**config.mk**
```make
export PLATFORM = sky130hd
export DESIGN_NAME = uart_tx_engine
export DESIGN_NICKNAME = d
export VERILOG_FILES = /design/src/rtl/uart_tx_engine.sv
export SDC_FILE = /design/constraint.sdc
export NUM_CORES = 1
export LEC_CHECK = 0
export BUFFER_PORTS_ARGS = -buffer_cell sky130_fd_sc_hd__buf_2
export CAP_MARGIN = 20
export CORE_UTILIZATION = 63
export CTS_CLUSTER_SIZE = 14
export DETAILED_ROUTE_END_ITERATION = 7
export GPL_ROUTABILITY_DRIVEN = 0
export HOLD_SLACK_MARGIN = 0.06
export PLACE_DENSITY = 0.94
export SKIP_LAST_GASP = 1
export SLEW_MARGIN = 10
export SYNTH_ARGS = -nofsm -noshare
export SYNTH_HDL_FRONTEND = slang
export SYNTH_SLANG_ARGS = --single-unit
```
**constraint.sdc**
```tcl
create_clock -name clk -period 4.46 [get_ports clk]
set_clock_uncertainty 0.15 [all_clocks]
set_input_delay 0.446 -clock clk [delete_from_list [all_inputs] [get_ports clk]]
set_output_delay 0.446 -clock clk [all_outputs]
set_load 0.01 [all_outputs]
```
**src/rtl/uart_tx_engine.sv**
```systemverilog
// UART transmitter: free-running 16x oversample baud generator, one-byte
// holding register and a start/data/stop frame FSM (LSB first, idle high).
// Optional even-parity bit after the data bits when UART_TX_PARITY_EN is defined.
module uart_tx_engine #(
   parameter int DBIT     = 8,
   parameter int SB_TICK  = 16,
   parameter int DVSR     = 326,
   parameter int DVSR_BIT = 9
) (
   input  logic            clk,
   input  logic            reset,
   input  logic            wr_tx,
   input  logic [DBIT-1:0] din,
   output logic            tx,
   output logic            tx_full,
   output logic            tx_busy,
   output logic            tx_done_tick
);

   localparam int S_W = (SB_TICK > 16) ? $clog2(SB_TICK) : 4;
   localparam int N_W = (DBIT > 1) ? $clog2(DBIT) : 1;

`ifdef UART_TX_PARITY_EN
   typedef enum logic [2:0] {IDLE = 3'd0, START = 3'd1, DATA = 3'd2, PARITY = 3'd3, STOP = 3'd4} state_t;
`else
   typedef enum logic [1:0] {IDLE = 2'd0, START = 2'd1, DATA = 2'd2, STOP = 2'd3} state_t;
`endif

   state_t                state, state_next;
   logic [DVSR_BIT-1:0]   baud_cnt;
   logic                  s_tick;
   logic [S_W-1:0]        s, s_next;
   logic [N_W-1:0]        n, n_next;
   logic [DBIT-1:0]       shift, shift_next;
   logic [DBIT-1:0]       hold, hold_next;
   logic                  full_next;
   logic                  take;
   logic                  done_next;
   logic                  tx_next;
   logic                  busy_next;
`ifdef UART_TX_PARITY_EN
   logic                  parity, parity_next;
`endif

   assign s_tick = (baud_cnt == DVSR_BIT'(DVSR - 1));

   // Free-running baud divisor producing the one-clock oversample tick.
   always_ff @(posedge clk or posedge reset) begin
      if (reset) begin
         baud_cnt <= {DVSR_BIT{1'b0}};
      end else if (s_tick) begin
         baud_cnt <= {DVSR_BIT{1'b0}};
      end else begin
         baud_cnt <= baud_cnt + DVSR_BIT'(1);
      end
   end

   // State, counters, shift/holding registers and the registered outputs.
   always_ff @(posedge clk or posedge reset) begin
      if (reset) begin
         state        <= IDLE;
         s            <= {S_W{1'b0}};
         n            <= {N_W{1'b0}};
         shift        <= {DBIT{1'b0}};
         hold         <= {DBIT{1'b0}};
         tx_full      <= 1'b0;
         tx           <= 1'b1;
         tx_busy      <= 1'b0;
         tx_done_tick <= 1'b0;
`ifdef UART_TX_PARITY_EN
         parity       <= 1'b0;
`endif
      end else begin
         state        <= state_next;
         s            <= s_next;
         n            <= n_next;
         shift        <= shift_next;
         hold         <= hold_next;
         tx_full      <= full_next;
         tx           <= tx_next;
         tx_busy      <= busy_next;
         tx_done_tick <= done_next;
`ifdef UART_TX_PARITY_EN
         parity       <= parity_next;
`endif
      end
   end

   // Next-state logic; outputs are derived from the next state so they line up with the state register.
   always_comb begin
      state_next = state;
      s_next     = s;
      n_next     = n;
      shift_next = shift;
      hold_next  = hold;
      full_next  = tx_full;
      take       = 1'b0;
      done_next  = 1'b0;
      tx_next    = 1'b1;
      busy_next  = 1'b0;
`ifdef UART_TX_PARITY_EN
      parity_next = parity;
`endif
      case (state)
         IDLE: begin
            if (tx_full) begin
               take = 1'b1;
            end else begin
               state_next = IDLE;
            end
         end
         START: begin
            if (s_tick) begin
               if (s == S_W'(15)) begin
                  state_next = DATA;
                  s_next     = {S_W{1'b0}};
               end else begin
                  s_next = s + S_W'(1);
               end
            end else begin
               s_next = s;
            end
         end
         DATA: begin
            if (s_tick) begin
               if (s == S_W'(15)) begin
                  s_next     = {S_W{1'b0}};
                  shift_next = shift >> 1;
                  if (n == N_W'(DBIT - 1)) begin
                     n_next = {N_W{1'b0}};
`ifdef UART_TX_PARITY_EN
                     state_next = PARITY;
`else
                     state_next = STOP;
`endif
                  end else begin
                     n_next = n + N_W'(1);
                  end
               end else begin
                  s_next = s + S_W'(1);
               end
            end else begin
               s_next = s;
            end
         end
`ifdef UART_TX_PARITY_EN
         PARITY: begin
            if (s_tick) begin
               if (s == S_W'(15)) begin
                  state_next = STOP;
                  s_next     = {S_W{1'b0}};
               end else begin
                  s_next = s + S_W'(1);
               end
            end else begin
               s_next = s;
            end
         end
`endif
         STOP: begin
            if (s_tick) begin
               if (s == S_W'(SB_TICK - 1)) begin
                  done_next = 1'b1;
                  s_next    = {S_W{1'b0}};
                  if (tx_full) begin
                     take = 1'b1;
                  end else begin
                     state_next = IDLE;
                  end
               end else begin
                  s_next = s + S_W'(1);
               end
            end else begin
               s_next = s;
            end
         end
         default: begin
            state_next = IDLE;
         end
      endcase

      // Taking the held byte starts a new frame and frees the holding register;
      // a write only lands when the register was empty on this cycle.
      if (take) begin
         state_next = START;
         shift_next = hold;
         s_next     = {S_W{1'b0}};
         n_next     = {N_W{1'b0}};
         full_next  = 1'b0;
`ifdef UART_TX_PARITY_EN
         parity_next = ^hold;
`endif
      end else if (wr_tx && !tx_full) begin
         hold_next = din;
         full_next = 1'b1;
      end else begin
         full_next = tx_full;
      end

      case (state_next)
         START:   tx_next = 1'b0;
         DATA:    tx_next = shift_next[0];
`ifdef UART_TX_PARITY_EN
         PARITY:  tx_next = parity_next;
`endif
         default: tx_next = 1'b1;
      endcase

      if (state_next != IDLE) begin
         busy_next = 1'b1;
      end else begin
         busy_next = 1'b0;
      end
   end

endmodule
```
# Word-level counts from Yosys, hierarchy flattened
# Cells that the tools add are included.
classes:
  shift: 0
  bitwise: 1
  n_mux: 35
  add_sub_neg: 3
  div: 0
  n_eq_ne: 8
  n_mul: 0
  n_lt_le_gt_ge: 0
  reduce_logical: 13
ops:
  columns: ["op", "n"]
  rows:
  - ["two-way mux 8 bit", 4]
  - ["two-way mux 2 bit", 9]
  - ["two-way mux 4 bit", 4]
  - ["two-way mux 3 bit", 5]
  - ["nonzero test 2 bit", 6]
  - ["adder 9 x 1 -> 9 bit (second input constant)", 1]
  - ["== test 9 bit (second input constant)", 1]
  - ["two-way mux 1 bit", 9]
  - ["two-way mux 9 bit", 1]
  - ["one-hot mux 2 bit (4 select lines)", 1]
  - ["== test 2 bit (second input constant)", 3]
  - ["adder 4 x 1 -> 4 bit (second input constant)", 1]
  - ["== test 2 x 1 -> 1 bit (second input constant)", 2]
  - ["== test 4 bit (second input constant)", 1]
  - ["one-hot mux 1 bit (2 select lines)", 2]
  - ["AND reduction 2 bit", 2]
  - ["adder 3 x 1 -> 3 bit (second input constant)", 1]
  - ["== test 3 bit (second input constant)", 1]
  - ["AND reduction 3 bit", 1]
  - ["OR reduction 3 bit", 1]
  - ["logical NOT 2 bit", 1]
  - ["logical AND 1 bit", 1]
  - ["logical NOT 1 bit", 1]
  - ["inverter 1 bit", 1]
word_totals:
  wordCells: 71
  romBits: 0
  latch_bits: 0
  ramBits: 0
  n_memories: 0
  ff_bits: 38

# Depth between registers and ports, before layout
# Gate-level depths: netlist (run 1).
depth:
  depth_word: 8
  mapped_depth: 9

# Least setup slack after synthesis (run 1)
# Ideal clock, no wire load.
synth_path:
  path_kind: "register to register"
  from: "register s[0]"
  to: "register tx_busy"
  required_time_ns: 4.189
  setup_time_ns: 0.121
  stages_incl_launch_ff: 8
  slack_ns: 2.459
  path_buffers: 1
  arrival_ns: 1.730
  path_cell_list: "dfrtp_1 -> ha_1 -> and3_1 -> and4_1 -> o211a_1 -> buf_2 -> or2_1 -> nand2b_1"
synth_via:
  elab_chain_cells: 7
synth_rtl:
  columns: ["element", "line", "rtl"]
  rows:
  - ["start: declaration", "32", "logic [S_W-1:0] s, s_next;"]
  - ["start signal: assignment", "62", "s <= {S_W{1'b0}};"]
  - ["start signal: assignment", "75", "s <= s_next;"]
  - ["== test 4 bit *", "114, 126, 162", null]
  - ["two-way mux 2 bit, or another cell as far along", "162", "if (s == S_W'(SB_TICK - 1)) begin"]
  - ["two-way mux 2 bit, or another cell as far along", "161", "if (s_tick) begin"]
  - ["one-hot mux 2 bit (4 select lines) or one-hot mux 1 bit (2 select lines) (tied branches)", "104", "case (state)"]
  - ["two-way mux 2 bit *", "184", "if (take) begin"]
  - ["named net state_next[0]", "29", "state_t state, state_next;"]
  - ["nonzero test 2 bit *", "209", "if (state_next != IDLE) begin"]
  - ["two-way mux 1 bit *", "209", null]
  - ["named net busy_next", "40", "logic busy_next;"]
  - ["end signal: assignment", "81", "tx_busy <= busy_next;"]
  - ["end: declaration", "16", "output logic tx_busy,"]
# Mark *: on every way through the listed nets, which the timed path passes. The rest lies on a longest branch.
# A chain may end at the register's enable or synchronous reset.

# Final worst setup path (run 1)
layout_path:
  from: "register baud_cnt[4]"
  to: "register tx"
layout_via:
  elab_chain_cells: 6
layout_rtl:
  columns: ["element", "line", "rtl"]
  rows:
  - ["start: declaration", "30", "logic [DVSR_BIT-1:0] baud_cnt;"]
  - ["start signal: assignment", "50", "baud_cnt <= {DVSR_BIT{1'b0}};"]
  - ["start signal: assignment", "52", "baud_cnt <= {DVSR_BIT{1'b0}};"]
  - ["start signal: assignment", "54", "baud_cnt <= baud_cnt + DVSR_BIT'(1);"]
  - ["== test 9 bit *", "45", "assign s_tick = (baud_cnt == DVSR_BIT'(DVSR - 1));"]
  - ["two-way mux 2 bit, or another cell as far along", "161", null]
  - ["one-hot mux 2 bit (4 select lines) or one-hot mux 1 bit (2 select lines) (tied branches)", "104", null]
  - ["two-way mux 2 bit", "184", null]
  - ["== test 2 bit or == test 2 x 1 -> 1 bit (tied branches)", "200", "case (state_next)"]
  - ["one-hot mux 1 bit (2 select lines) *", "200", null]
  - ["named net tx_next", "39", "logic tx_next;"]
  - ["end signal: assignment", "80", "tx <= tx_next;"]
  - ["end: declaration", "14", "output logic tx,"]
# Mark *: on every way through the listed nets, which the timed path passes. The rest lies on a longest branch. The select of a mux whose other input is x is not followed.

==> results of run 1 <==
==> cells by family (layout without fill, tap and decap cells) <==
family	count (synthesis)	count (layout)	synth area share
mux	18	18	0.09954
buf+inv	11	30	0.02702
fa+ha+maj	10	10	0.06592
flops	38	38	0.5017
compound gates	21	21	0.07976
xor+xnor	8	8	0.03691
simple gates	61	61	0.1892
==> state kept, by name, indices dropped and copies added (netlist names), 2 cells and up <==
register	count
state	2
shift	8
s	4
baud_cnt	9
hold	8
n	3
==> critical path: stages, from the launching register on <==
cell      delay, ns
dfrtp_1        0.47
nor4b_2        0.44
nand4_1        0.65
mux2i_1        0.29
nor3b_2        0.19
a211oi_2       0.22
==> final cells by class <==
type | count | area share
tap | 31 | 0.01887
clock buffer | 7 | 0.02678
sequential | 38 | 0.4632
inverter | 6 | 0.01096
timing repair buffer | 16 | 0.04261
multi-input combinational | 118 | 0.4352
clock inverter | 1 | 0.002435
==> report_power, final <==
group,switching (mW),internal (mW)
clock,0.108,0.0764
combinational,0.168,0.130
sequential,0.0544,0.439
==> per-layer routing <==
layer / global-route usage / vias up / part of all wire
li1: - / 623 / -
met1: 0.3375 / 669 / 0.42
met2: 0.4437 / 25 / 0.53
met3: 0.05760 / 7 / 0.040
met4: 0.08014 / 0 / 0.013
met5: 0 / - / 0
==> cell usage after synthesis (all sizes together), types with 2 or more instances <==
cell type | instances | area share
mux2i | 11 | 0.058
ha | 10 | 0.066
nor2 | 19 | 0.038
nor3b | 2 | 0.011
nand2b | 2 | 0.0066
a211oi | 2 | 0.011
nor2b | 3 | 0.0099
a311oi | 2 | 0.0092
inv | 6 | 0.012
mux2 | 7 | 0.042
nor3 | 3 | 0.020
dfrtp | 37 | 0.49
nand2 | 12 | 0.024
xor2 | 4 | 0.018
o21ai | 10 | 0.026
nand4 | 2 | 0.0066
and3 | 4 | 0.014
and4b | 2 | 0.011
nand3 | 6 | 0.016
buf | 4 | 0.013
a21oi | 2 | 0.0053
xnor2 | 4 | 0.018
==> timing repair <==
item                                   CTS  global route
resized for setup                        0             0
hold buffers                             1             0
endpoints found under the hold margin   37             0
buffers inserted                         0             0
==> through the flow <==
step / hold slack, ns / util
2_1_floorplan: 0.3017 / -
3_3_place_gp: 0.3144 / 0.7079
3_5_place_dp: 0.3300 / 0.7079
4_1_cts: 0.1604 / 0.7328
5_1_grt: 0.1689 / 0.7328
6_report: 0.1646 / 0.7328
==> how the worst min path moves through the flow <==
stage	depth (start not counted)	slack [ns]	from	to
after floorplan	2	0.30	hold[1]	shift[1]
after global placement	2	0.31	hold[2]	shift[2]
after detailed placement	2	0.33	hold[7]	shift[7]
after CTS	3	0.16	wr_tx	tx_full
after global routing	2	0.17	din[3]	hold[3]
final	3	0.16	wr_tx	tx_full
==> results.toml, run 1 <==
[clocking]
insertion_delay_ns = 0.35
clk_pin_slew_ns = 0.11
cts_tree = "yes"
numCtsBuffers = 5
root_buffer = "clkbuf_4"
cts.sinks = 38
htree_levels = 2
cts_buffer_depth = 2

[placed_design]
dpl_cell_area_um2 = 1986
place_hpwl_um = 2671
port_buffers = 14
dp.cells = 208
dp_slack_ns = 1.984

[floorplanning]
die_x_um = 56.89
top_level_ports = 15
coreArea_um2 = 2805
die_h_um = 56.89
initial_core_util = 0.6766
die-area_um2 = 3236
rows = 19

[timing]
setup_ws_ns = 1.958
tns_ns = 0
post-route-period-util = 0.5610
finalCriticalPeriod_ns = 2.502
tightest_slew_ns = 0.7913
relSlewSlack = 0.4725
grt_setup_unrepaired = "no"
setup_viol = 0
timing.fmax_mhz = 399.7
hold_violations = 0
maxSlewViolCount = 0

[synth]
synth_warnings = 0
yosysUniqueCellTypes = 41
synth_area_um2 = 1898
synth-seq-cells = 38
async_reset_ff_frac = 1.000
synth-seq-area-share = 0.5016
synthCells = 167
synth_edf_count = 0
ys.flop_type = "dfrtp_1"
syn_nets = 188
synth.avg_cell_area_um2 = 11.37

[layout]
drive_gt1_frac = 0.2151
layout_commonest_cell = "dfrtp_1"
seq_area_um2 = 952.2
nets = 206
layout_common_cells = "37 x dfrtp_1, 19 x nor2_1, 14 x buf_2, 12 x nand2_1, 11 x mux2i_1"
final_cell_count_no_fill = 217
fill_cells = 189
multi_input_area_um2 = 894.6
n_antenna_cell = 0
fin_area_um2 = 2056
area_growth_pct = 8.306

[global_route]
grt_max_degree = 39
antenna_found_initial = 0
grt_usage = 0.2623
grt_pass1_wl_um = 6279
grt.overflow.total = 0
grt_pass1_vias = 1376

[power_and_ir_drop]
power_density_nw_per_um2 = 474.7
power_leakage_nw = 1.024
ir_drop_mv = 0.3528
p_total_mw = 0.9758

[drt]
vias = 1324
wirelength_um = 3634
ant_nets = 0
initialDrtViolationCount = 82
firstDrtPassIters = 4
wire_per_inst_um = 16.75
via_per_inst = 6.101
drc = 0

[critical_path]
critPathLaunchType = "register"
reg2regPathDepth = 5
r2r_setup_slack_ns = 1.96
path_class = "register to register"
path_max_fanout = 13
cp.arrival_ns = 2.61
cp-end-kind = "register"
r2r_start = "baud_cnt[4]"
startpoint = "baud_cnt[4]"
required_ns = 4.57
crit_end = "tx"
worstReg2RegEnd = "tx"

[run]
max_cap_viol_count = 0

[run_status]
status = "complete, no violations"

[worst_hold_path]
min-delay-path-class = "input pin to register"
Power figures use the tool's default switching activity.
==> run 2: changes to the inputs <==
ABC_AREA = 1   (was unset)
CORE_UTILIZATION = 59   (was 63)
PLACE_DENSITY = 0.89   (was 0.94)
clock period = 2.5 ns   (was 4.46 ns; I/O delays follow)
==> run 2 against run 1 <==
Compared with the run above:
- non-clock buffer count rose by 8
- global-route usage fell by 3.3 points
- die area up 12%
- area after synthesis grew 4.9%
- critical path type unchanged
- highest routed layer unchanged
- wire length decreased by 4.2%
- combinational power is 69% lower
- synthesized cell count up 31%
- via count up 9.4%
==> results.toml, run 2 <==
[timing]
tightest_slew_ns = 0.4611
relSlewSlack = 0.6926
tns_ns = 0
holdWs_ns = 0.2864
setup_ws_ns = 0.6052
finalCriticalPeriod_ns = 1.895
setup_viol = 0
post-route-period-util = 0.7579
grt_setup_unrepaired = "no"
timing.fmax_mhz = 527.8
maxSlewViolCount = 0
hold_violations = 0

[critical_path]
crit_chain = "inv_1, ha_1, nor2_1, nand2_4, inv_2, a21oi_1, o21ai_0, inv_1"
crit_family = "flip-flops"
worstReg2RegEnd = "n[0]"
r2r_setup_slack_ns = 0.61
crit_end = "n[0]"
required_ns = 2.61
cp-end-kind = "register"
critPathSlowestCell = "dfrtp_1"
critPathLaunchType = "register"
path_class = "register to register"
path_max_fanout = 15
startpoint = "state[1]"
cp_common_cell = "inv_1"
r2r_start = "state[1]"
cp.arrival_ns = 2.00
reg2regPathDepth = 8
path_depth = 8
cpPeakStageDelay_ns = 0.43
critPathBufInv = 3

[layout]
multi_input_area_um2 = 880.8
largest_reg_flops = 9
nets = 267
largest-register = "baud_cnt"
layout_common_cells = "46 x nand2_1, 37 x dfrtp_1, 28 x inv_1, 18 x nand3_1, 14 x buf_2"
seq_area_um2 = 952.2
final_cell_count_no_fill = 291
largest_registers = "baud_cnt (9), hold (8), shift (8)"
n_antenna_cell = 0
area_growth_pct = 15.02
layout_commonest_cell = "nand2_1"
drive_gt1_frac = 0.2227
fill_cells = 216

[synth]
yosysTopAreaCellShare = 0.4651
synth-seq-area-share = 0.4783
synth.avg_cell_area_um2 = 9.131
yosysMostFrequentCell = "nand2_1"
synth_area_um2 = 1991
ys.flop_type = "dfrtp_1"
synth_warnings = 0
synth_common_cells = "46 x nand2_1, 37 x dfrtp_1, 28 x inv_1, 18 x nand3_1, 11 x nor2_1"
syn_nets = 239
synthTopCellsByArea = "dfrtp_1 47%, nand2_1 8.7%, ha_1 6.3%, inv_1 5.3%, nand3_1 4.5%"
synthCells = 218
synth-seq-cells = 38
yosysTopAreaCell = "dfrtp_1"
async_reset_ff_frac = 1.000
yosysUniqueCellTypes = 33
synth_edf_count = 0

[clocking]
clk_pin_slew_ns = 0.13
htree_levels = 2
numCtsBuffers = 5
cts_buffer_depth = 2
cts_tree = "yes"
root_buffer = "clkbuf_4"
cts_setup_buffers = 0
insertion_delay_ns = 0.35
cts.sinks = 38

[run]
max_cap_viol_count = 0

[worst_hold_path]
min-delay-path-class = "input pin to register"
worstHoldStart = "wr_tx"

[power_and_ir_drop]
pwr-share-seq = 0.526
clkPwrFrac = 0.404
pwr-share-comb = 0.071
switching_share = 0.2167
ir_drop_mv = 0.7137
internal-power_mw = 1.023
switchingPower_mw = 0.2831
power_density_nw_per_um2 = 570.5
power_leakage_nw = 1.267

[floorplanning]
rows = 20
die_x_um = 60.09
top_level_ports = 15
die-area_um2 = 3610
coreArea_um2 = 3128
initial_core_util = 0.6364
die_h_um = 60.09

[global_route]
antenna_found_initial = 0
grt.overflow.total = 0
grt_pass1_wl_um = 5920
grt_usage = 0.2291
grt_pass1_vias = 1353
grt_max_degree = 39

[drt]
firstDrtPassIters = 4
initialDrtViolationCount = 58
drc = 0
wl_met2_um = 1640
wire_per_inst_um = 11.96
ant_nets = 0
via_per_inst = 4.976
vias = 1448
wl_met1_um = 1710
wl_met3_um = 80
topRoutingLayerUsed = "met4"
wirelength_um = 3481

[run_status]
status = "complete, no violations"

[placed_design]
place_hpwl_um = 2426
dp.cells = 274
dp_slack_ns = 0.6108
port_buffers = 14
==> run 2: worst min-delay path: stages <==
cell,delay (ns)
buf_2,0.09
nand2_1,0.25
o21ai_0,0.16
==> run 2: worst min path at each step <==
stage	endpoint	cells past startpoint	slack, ns
after global routing	tx_full	3	0.37
after CTS	tx_full	3	0.27
after global placement	baud_cnt[7]	3	0.23
after floorplan	hold[6]	1	0.25
final	tx_full	3	0.29
after detailed placement	baud_cnt[7]	3	0.23
==> run 2: final cells by class <==
class,count,area share
sequential,38,0.4158
multi-input combinational,143,0.3847
timing repair buffer,24,0.07322
inverter,34,0.05574
clock inverter,3,0.03005
tap,44,0.02404
clock buffer,5,0.01639
==> run 2: cells by family (layout without fill, tap and decap cells) <==
logic type,count (synthesis),after routing,share of synthesized area
muxes,6,6,0.03394
adders and majority gates,10,10,0.06285
buffers and inverters,37,66,0.07919
and+or+nand+nor,100,100,0.2659
AOI/OAI and AO/OA,25,25,0.07103
DFF,38,38,0.4783
xor gates and xnor gates,2,2,0.008801
==> run 2: timing repair <==
action | CTS | global route
endpoints found under the hold margin | 45 | 0
hold buffers | 9 | 0
endpoints found under the setup margin | 0 | 0
gates resized for setup | 0 | 0
==> run 2: routing by layer <==
layer	up-vias	track usage
li1	751	-
met1	671	0.2948
met2	23	0.3762
met3	3	0.05411
met4	0	0.08306
met5	-	0
==> run 2: metrics by stage <==
step / instance area (um^2) / power (mW) / utilization
2_1_floorplan: 1991 / 0.7455 / -
3_3_place_gp: 2093 / 0.7715 / 0.6692
3_5_place_dp: 2093 / 0.7806 / 0.6692
4_1_cts: 2290 / 1.314 / 0.7320
5_1_grt: 2290 / 1.358 / 0.7320
6_report: 2290 / 1.306 / 0.7320
==> run 2: power by group through the flow <==
stage	Clock (mW)	Sequential, mW	Combinational [mW]
6_report	0.527	0.687	0.0922
5_1_grt	0.561	0.693	0.104
4_1_cts	0.535	0.686	0.0925
3_5_place_dp	0	0.699	0.0816
3_3_place_gp	0	0.696	0.0754
2_1_floorplan	0	0.689	0.0563
==> run 3: changes to the inputs <==
CORE_UTILIZATION = 53   (was 59)
PLACE_DENSITY = 0.85   (was 0.89)
clock period = 1.6 ns   (was 2.5 ns; I/O delays follow)
==> run 3 against run 2 <==
Compared with the run above:
- the run now ends with setup timing left
- die area increased by 11%
- clock-buffer cell count up 2
- register-to-register slack worse by 0.82 ns
- sequential cell count unchanged
- critical path type unchanged
- largest power group unchanged
- highest routed layer unchanged
==> results.toml, run 3 (same netlist as run 2, synthesis figures left out) <==
[layout]
multi_input_area_um2 = 987.2
largest_registers = "baud_cnt (9), hold (8), shift (8)"
layout_common_cells = "41 x nand2_1, 37 x dfrtp_1, 34 x buf_4, 23 x inv_1, 16 x nand3_1"
largest_reg_flops = 9
seq_area_um2 = 952.2
n_antenna_cell = 0
area_growth_pct = 33.38
nets = 301
fill_cells = 239
drive_gt1_frac = 0.3986
largest-register = "baud_cnt"
final_cell_count_no_fill = 327
layout_commonest_cell = "nand2_1"

[critical_path]
cp.arrival_ns = 1.85
critPathLaunchType = "register"
crit_chain = "inv_1, nand2_1, nor2_4, nand3_4, nand2_1, nand2_1, nand2_1, nand2_2, a21oi_2, o21ai_0"
path_class = "register to register"
required_ns = 1.63
cp-end-kind = "register"
path_max_fanout = 5
cp_common_cell = "nand2_1"
critPathSlowestCell = "dfrtp_1"
cpPeakStageDelay_ns = 0.39

[timing]
timing.fmax_mhz = 550.0
hold_violations = 0
relSlewSlack = 0.6841
finalCriticalPeriod_ns = 1.818
setup_viol = 26
maxSlewViolCount = 0
post-route-period-util = 1.136
holdWs_ns = 0.2416
tightest_slew_ns = 0.4738
grt_setup_unrepaired = "yes"
setup_ws_ns = -0.2181

[floorplanning]
top_level_ports = 15
rows = 21
initial_core_util = 0.5740
die_h_um = 63.29
coreArea_um2 = 3468
die_x_um = 63.29
die-area_um2 = 4005

[clocking]
cts.sinks = 38
htree_levels = 2
cts_tree = "yes"
root_buffer = "clkbuf_8"
insertion_delay_ns = 0.30
cts_buffer_depth = 2
numCtsBuffers = 5
clk_pin_slew_ns = 0.08

[drt]
initialDrtViolationCount = 139
wire_per_inst_um = 15.29
vias = 1759
wirelength_um = 5000
drc = 0
via_per_inst = 5.379
firstDrtPassIters = 4
ant_nets = 0

[run_status]
violations = "setup timing"
status = "finished with violations"

[global_route]
antenna_found_initial = 0
grt_pass1_vias = 1656
grt_pass1_wl_um = 7521
grt_max_degree = 39
grt.overflow.total = 0
grt_usage = 0.2485

[run]
max_cap_viol_count = 0

[placed_design]
place_hpwl_um = 2862
dp.cells = 304
port_buffers = 14

[power_and_ir_drop]
ir_drop_mv = 0.7788
power_density_nw_per_um2 = 716.2
p_total_mw = 1.902
power_leakage_nw = 1.415

[worst_hold_path]
min-delay-path-class = "input pin to register"
-- run 3: cell types whose count changed in the layout (fill, tap and decap cells not counted), sizes merged --
cell / change
buf: +34
bufinv: -2
clkbuf: +2
-- run 3: routing by layer --
| layer | global-route usage | routed length (um) | part of all wire |
|---|---|---|---|
| met4 | 0.1023 | 191 | 0.038 |
| met3 | 0.05978 | 187 | 0.037 |
| met5 | 0 | 0 | 0 |
| met2 | 0.4288 | 2515 | 0.50 |
| met1 | 0.2954 | 2105 | 0.42 |
-- run 3: worst paths after layout --
path,from,to,slack (ns),depth (start not counted)
setup / recovery,baud_cnt[5],tx_busy,-0.22,10
hold / removal,wr_tx,hold[0],0.24,3
setup reg to reg,baud_cnt[5],tx_busy,-0.22,10
hold reg to reg,hold[6],shift[6],0.34,2
max in group asynchronous,reset,tx,0.59,4
min in group asynchronous,reset,n[2],0.36,4
-- run 3: critical path: cells and delay by family, from the launching register on --
family,cells,cell delay [ns]
AO/OA/AOI/OAI,2,0.27
buffers and inverters,1,0.09
AND/OR/NAND/NOR,7,0.81
flip-flops,1,0.39
-- run 3: timing repair --
| item | in CTS | in global routing |
|---|---|---|
| buffers inserted | 3 | 3 |
| gates cloned | 0 | 0 |
| pin swaps | 7 | 11 |
| resized for setup | 10 | 20 |
| hold endpoints to repair | 45 | 0 |
| setup endpoints to repair | 21 | 33 |
| hold buffers | 9 | 0 |
-- run 3: layout make-up --
cell class / instances / share of cell area
multi-input cells: 143 / 0.3718
repair buffers: 58 / 0.1607
flip-flops and latches: 38 / 0.3586
clock inverters: 1 / 0.001885
inverters: 34 / 0.05278
well taps: 46 / 0.02168
clock buffers: 7 / 0.03252
-- run 3: where the power goes --
group          total, mW  switching [mW]  leakage (nW)  internal [mW]
combinational      0.140          0.0627         0.899         0.0775
sequential          1.07          0.0340         0.468           1.03
clock              0.693           0.346        0.0482          0.348
-- run 3: stage by stage --
stage               setup slack, ns  TNS [ns]    util  area [um^2]
floorplan                  -0.02096   -0.1020       -         2013
global placement            -0.1404    -1.016  0.6714         2328
detailed placement          -0.2273    -2.383  0.6714         2328
CTS                         -0.1774    -2.441  0.7417         2572
global route                -0.2834    -4.934  0.7655         2655
finish                      -0.2181    -3.074  0.7655         2655
